==> config.mk <==
export PLATFORM = sky130hd
export DESIGN_NAME = capture_rr_arbiter
export DESIGN_NICKNAME = d
export VERILOG_FILES = /design/src/rtl/capture_rr_arbiter.sv
export SDC_FILE = /design/constraint.sdc
export NUM_CORES = 1
export LEC_CHECK = 0
export CAP_MARGIN = 15
export CORE_AREA = 3 3 539 541
export CTS_CLUSTER_DIAMETER = 50
export CTS_CLUSTER_SIZE = 8
export DETAILED_ROUTE_END_ITERATION = 10
export DIE_AREA = 0 0 542 544
export PLACE_DENSITY_LB_ADDON = 0.05
export SYNTH_ARGS = -nofsm -noshare
export SYNTH_HDL_FRONTEND = slang
export SYNTH_SLANG_ARGS = --single-unit
==> constraint.sdc <==
create_clock -name axi_aclk -period 2.1 [get_ports axi_aclk]
set_input_delay 0.42 -clock axi_aclk [delete_from_list [all_inputs] [get_ports axi_aclk]]
set_output_delay 0.42 -clock axi_aclk [all_outputs]
set_load 0.02 [all_outputs]
==> src/rtl/capture_rr_arbiter.sv <==
// Packet-granular two-queue AXI-Stream arbiter for the capture path.
// Round-robin or strict-q0 selection at packet boundaries; disabled queues are drained and counted as drops.
module capture_rr_arbiter #(
    parameter int C_AXIS_DATA_WIDTH  = 256,
    parameter int C_AXIS_TUSER_WIDTH = 128,
    parameter int C_CNT_WIDTH        = 32
) (
    input  logic                            axi_aclk,
    input  logic                            axi_aresetn,

    input  logic [C_AXIS_DATA_WIDTH-1:0]    s_axis_tdata_0,
    input  logic [C_AXIS_DATA_WIDTH/8-1:0]  s_axis_tstrb_0,
    input  logic [C_AXIS_TUSER_WIDTH-1:0]   s_axis_tuser_0,
    input  logic                            s_axis_tvalid_0,
    input  logic                            s_axis_tlast_0,
    output logic                            s_axis_tready_0,

    input  logic [C_AXIS_DATA_WIDTH-1:0]    s_axis_tdata_1,
    input  logic [C_AXIS_DATA_WIDTH/8-1:0]  s_axis_tstrb_1,
    input  logic [C_AXIS_TUSER_WIDTH-1:0]   s_axis_tuser_1,
    input  logic                            s_axis_tvalid_1,
    input  logic                            s_axis_tlast_1,
    output logic                            s_axis_tready_1,

    output logic [C_AXIS_DATA_WIDTH-1:0]    m_axis_tdata,
    output logic [C_AXIS_DATA_WIDTH/8-1:0]  m_axis_tstrb,
    output logic [C_AXIS_TUSER_WIDTH-1:0]   m_axis_tuser,
    output logic                            m_axis_tvalid,
    output logic                            m_axis_tlast,
    input  logic                            m_axis_tready,

    input  logic [1:0]                      cfg_enable,
    input  logic                            cfg_prio0,

    output logic [C_CNT_WIDTH-1:0]          fwd_cnt_0,
    output logic [C_CNT_WIDTH-1:0]          fwd_cnt_1,
    output logic [C_CNT_WIDTH-1:0]          drop_cnt_0,
    output logic [C_CNT_WIDTH-1:0]          drop_cnt_1
);

    typedef enum logic [1:0] {IDLE, PASS, DROP} state_t;

    localparam logic [C_CNT_WIDTH-1:0] CNT_ONE = 1;

    state_t state, state_nxt;
    logic   grant, grant_nxt;
    logic   last_served, last_served_nxt;
    logic   sel;
    logic   grant_tvalid, grant_tlast;
    logic   grant_ready;
    logic   pkt_done;

    // State and arbitration history; the enable decision lives in PASS vs DROP.
    always_ff @(posedge axi_aclk or negedge axi_aresetn) begin
        if (!axi_aresetn) begin
            state       <= IDLE;
            grant       <= 1'b0;
            last_served <= 1'b1;
        end else begin
            state       <= state_nxt;
            grant       <= grant_nxt;
            last_served <= last_served_nxt;
        end
    end

    always_comb begin
        state_nxt       = state;
        grant_nxt       = grant;
        last_served_nxt = last_served;
        grant_ready     = 1'b0;
        pkt_done        = 1'b0;
        m_axis_tvalid   = 1'b0;

        if (s_axis_tvalid_0 && s_axis_tvalid_1) begin
            sel = cfg_prio0 ? 1'b0 : ~last_served;
        end else begin
            sel = s_axis_tvalid_1;
        end

        grant_tvalid  = grant ? s_axis_tvalid_1 : s_axis_tvalid_0;
        grant_tlast   = grant ? s_axis_tlast_1  : s_axis_tlast_0;
        m_axis_tdata  = grant ? s_axis_tdata_1  : s_axis_tdata_0;
        m_axis_tstrb  = grant ? s_axis_tstrb_1  : s_axis_tstrb_0;
        m_axis_tuser  = grant ? s_axis_tuser_1  : s_axis_tuser_0;
        m_axis_tlast  = grant_tlast;

        case (state)
            IDLE: begin
                if (s_axis_tvalid_0 || s_axis_tvalid_1) begin
                    grant_nxt = sel;
                    state_nxt = cfg_enable[sel] ? PASS : DROP;
                end
            end
            PASS: begin
                m_axis_tvalid = grant_tvalid;
                grant_ready   = m_axis_tready;
                pkt_done      = grant_tvalid && m_axis_tready && grant_tlast;
            end
            DROP: begin
                grant_ready = 1'b1;
                pkt_done    = grant_tvalid && grant_tlast;
            end
            default: state_nxt = IDLE;
        endcase

        if (pkt_done) begin
            last_served_nxt = grant;
            state_nxt       = IDLE;
        end

        s_axis_tready_0 = grant_ready && !grant;
        s_axis_tready_1 = grant_ready &&  grant;
    end

    // Counters bump on the tlast beat and wrap naturally.
    always_ff @(posedge axi_aclk or negedge axi_aresetn) begin
        if (!axi_aresetn) begin
            fwd_cnt_0  <= '0;
            fwd_cnt_1  <= '0;
            drop_cnt_0 <= '0;
            drop_cnt_1 <= '0;
        end else if (pkt_done) begin
            if (state == PASS) begin
                if (grant) fwd_cnt_1 <= fwd_cnt_1 + CNT_ONE;
                else       fwd_cnt_0 <= fwd_cnt_0 + CNT_ONE;
            end else begin
                if (grant) drop_cnt_1 <= drop_cnt_1 + CNT_ONE;
                else       drop_cnt_0 <= drop_cnt_0 + CNT_ONE;
            end
        end
    end

endmodule

==> key figures <==
Timing
  • Slew @ Worst Pin: 0.565 ns
  • Period utilization: 1.26
  • Layout Skew: 0.0146 ns
  • Final setup viols: 528
  • Pins Over Slew Limit: 0
  • Worst setup slack after layout: -0.538 ns
  • Fin crit period: 2.64 ns
  • FMAX: 379 MHz
  • Final-report hold violation count: 0
  • RSZ-0062 raised after global routing: yes
  • Max-Slew Margin vs Limit: 0.622
  • WHS: 0.450 ns
  • TNS Setup: -175.75 ns

Floorplanning
  • Die area: 0.295 mm²
  • Core footprint: 0.285 mm²
  • I/O pin cnt: 1,390
  • Row cnt: 196
  • Horiz. Die Dim: 542 µm
  • Starting Density: 0.0385
  • Die Y: 544 µm

Power
  • Pwr Density: 923 mW/mm²
  • Static Leak: 0.0127 µW
  • Worst VDD drop: 0.454 mV

Global routing
  • Vias in the first global route: 17,200
  • Grt ovf: 0
  • Total track usage: 0.151
  • First-pass GRT wire length: 270,000 µm
  • Largest net degree at the start of global routing: 43
  • Initial antenna violation count: 289

Logic synthesis
  • Simple-Gate Fraction of Synth Area: 0.131
  • Mapped Avg Cell Area: 10.8 µm²
  • Adder-cell share of the synthesized area: 0.00797
  • Largest family of logic cells by synthesized area: multiplexers
  • Main synth FF type: dfrtp_1
  • Synth top area share: 0.429
  • Count leader, synth: mux2_2
  • Yosys warns: 0
  • Synth area leaders: mux2_2 (43%), dfrtp_1 (30%), xnor2_1 (7.1%), xor2_1 (2.8%), nand4_1 (2.2%)
  • Synth cell types: 47
  • Sequential-to-total area share from yosys stat: 0.301
  • Xor and xnor area share after synthesis: 0.0988
  • Synth Area in Compound Gates: 0.00911
  • Most area-hungry cell type in the Yosys netlist: mux2_2
  • Yosys reg bits: 132
  • Post-synth top cells: mux2_2 (419), dfrtp_1 (131), xnor2_1 (89)
  • Asr flop ratio synth: 1.00
  • Cell Area, Synth: 0.0110 mm²
  • Cells after Synth: 1,019
  • Multiplexer share of the synthesized area: 0.430
  • Post-synth EDFFs: 0
  • Post-Syn Nets: 1,868

Critical path
  • CP endpoint kind: output port
  • Critical path cell sequence: buf_16 -> buf_16 -> buf_12 -> mux2_4 -> buf_12
  • Worst Path Arrival: 2.22 ns
  • Worst-path fanout max: 14
  • CP Launch Type: flip-flop
  • Cell depth of the worst setup path: 5
  • Slowest cell on the critical path: dfrtp_4
  • Path depth of the worst reg2reg path: 7
  • Worst endpoint required time: 1.68 ns
  • Max stage delay on crit path: 0.56 ns
  • Top delay family on crit path: buffers and inverters
  • Critical path type: flip-flop to output port
  • Worst path bufs/invs: 4

Clocking
  • CTS Sinks: 132
  • Root buf cell: clkbuf_16
  • Clock buffers created by TritonCTS: 17
  • H-tree levels: 4
  • Worst-path clk slew: 0.06 ns
  • Maximum root-to-sink buffer count: 2
  • Clock Latency Late Sink: 0.49 ns
  • TritonCTS clock tree: yes

Final layout
  • P&R area growth vs syn: 201%
  • Layout cell share with drive strength beyond 1: 0.435
  • Fin cells: 6,501
  • Fin nets: 3,477

Route
  • DR pass1 iterations: 5
  • Drt via density: 2.55
  • Final WL: 233,000 µm
  • DRT iter0 DRCs: 857
  • Post-route ant nets: 0
  • DRC: 0
  • DR vias: 16,600
  • Drt wl/cell: 35.9 µm

Run status
  • Status: complete, but fails checks
  • Violated checks: setup timing

Placed design
  • PortBufs: 1,389
  • GPL Wtd Cong: 0.907
  • Number of placed instances, taps included: 6,297
  • Post-DP HPWL: 217,000 µm

Min path
  • Worst Hold Class: input port to asynchronous set/reset pin

Job
  • MaxCap Viol Count: 0
-- flip-flops by register name (all words and copies together) (netlist names) --
| name | flops |
|---|---|
| drop_cnt_0 | 32 |
| drop_cnt_1 | 32 |
| fwd_cnt_0 | 32 |
| fwd_cnt_1 | 32 |
| grant | 1 |
| last_served | 1 |
| state | 2 |
-- layout by cell type (no fill, tap or decap), types with 5 or more instances in the layout --
master	instances
clkdlybuf4s15_2	22
buf_8	12
buf_16	22
clkbuf_16	21
nand3_1	47
mux2_2	346
nor2_1	33
buf_12	53
diode_2	98
and3_1	19
buf_6	124
inv_1	7
nand2_1	60
buf_4	333
mux2_4	73
xnor2_1	89
nor3_1	13
xor2_1	35
clkbuf_2	5
dlygate4sd2_1	9
dfrtp_1	128
buf_2	92
nand4_1	38
clkinv_2	6
clkdlybuf4s50_1	966
and4_1	8
-- logic make-up after synthesis --
| logic type | count (synthesis) |
|---|---|
| fa+ha+maj | 7 |
| simple gates | 259 |
| mux | 420 |
| compound gates | 14 |
| xor+xnor | 124 |
| buf+inv | 63 |
| flops | 132 |
-- timing repair --
item / in CTS / in global routing
pin swaps: 0 / 5
resized for setup: 1134 / 109
setup endpoints to repair: 574 / 597
gates cloned: 14 / 4
hold buffers: 1 / 0
buffers inserted: 50 / 8
endpoints found under the hold margin: 33 / 0
-- metal layers --
metal	vias up	GRT usage	wire [µm]
li1	7087	-	-
met1	7793	0.143	77800
met2	1153	0.268	115000
met3	420	0.117	36800
met4	114	0.0110	3030
met5	-	0	701
-- final timing paths --
path                                start          endpoint  slack, ns
max in group asynchronous     axi_aresetn     fwd_cnt_0[13]       0.98
hold / removal                axi_aresetn    drop_cnt_1[10]       0.45
min in group axi_aclk      drop_cnt_1[31]    drop_cnt_1[31]       0.47
hold reg to reg            drop_cnt_1[31]    drop_cnt_1[31]       0.47
setup / recovery                    grant  m_axis_tuser[33]      -0.54
setup reg to reg                    grant    drop_cnt_0[28]      -0.32
-- report_power, final --
| group | switching (µW) | internal (µW) |
|---|---|---|
| clock | 1320 | 1670 |
| combinational | 12700 | 12000 |
| sequential | 134 | 2660 |
-- per-stage QoR --
step	cell area, µm²	utilization	power, µW	worst slack (ns)
CTS	32500	0.114	30900	-0.612
global placement	30900	0.108	25000	-0.672
floorplan	11000	-	11700	0.00407
global route	32800	0.115	32000	-0.611
detailed placement	30900	0.108	24800	-0.684
finish	33000	0.116	30500	-0.538
-- area by class of cell --
type                            instances  area [µm²]
Timing Repair Buffer                 1644       16400
Multi-Input combinational cell        824        7810
Clock buffer                           22         464
Antenna cell                           98         245
Fill cell                           32800      252000
Tap cell                             3762        4710
Clock inverter                         10        82.6
Inverter                                9        33.8
Sequential cell                       132        3310
No activity file was read; power rests on OpenSTA's default activity.
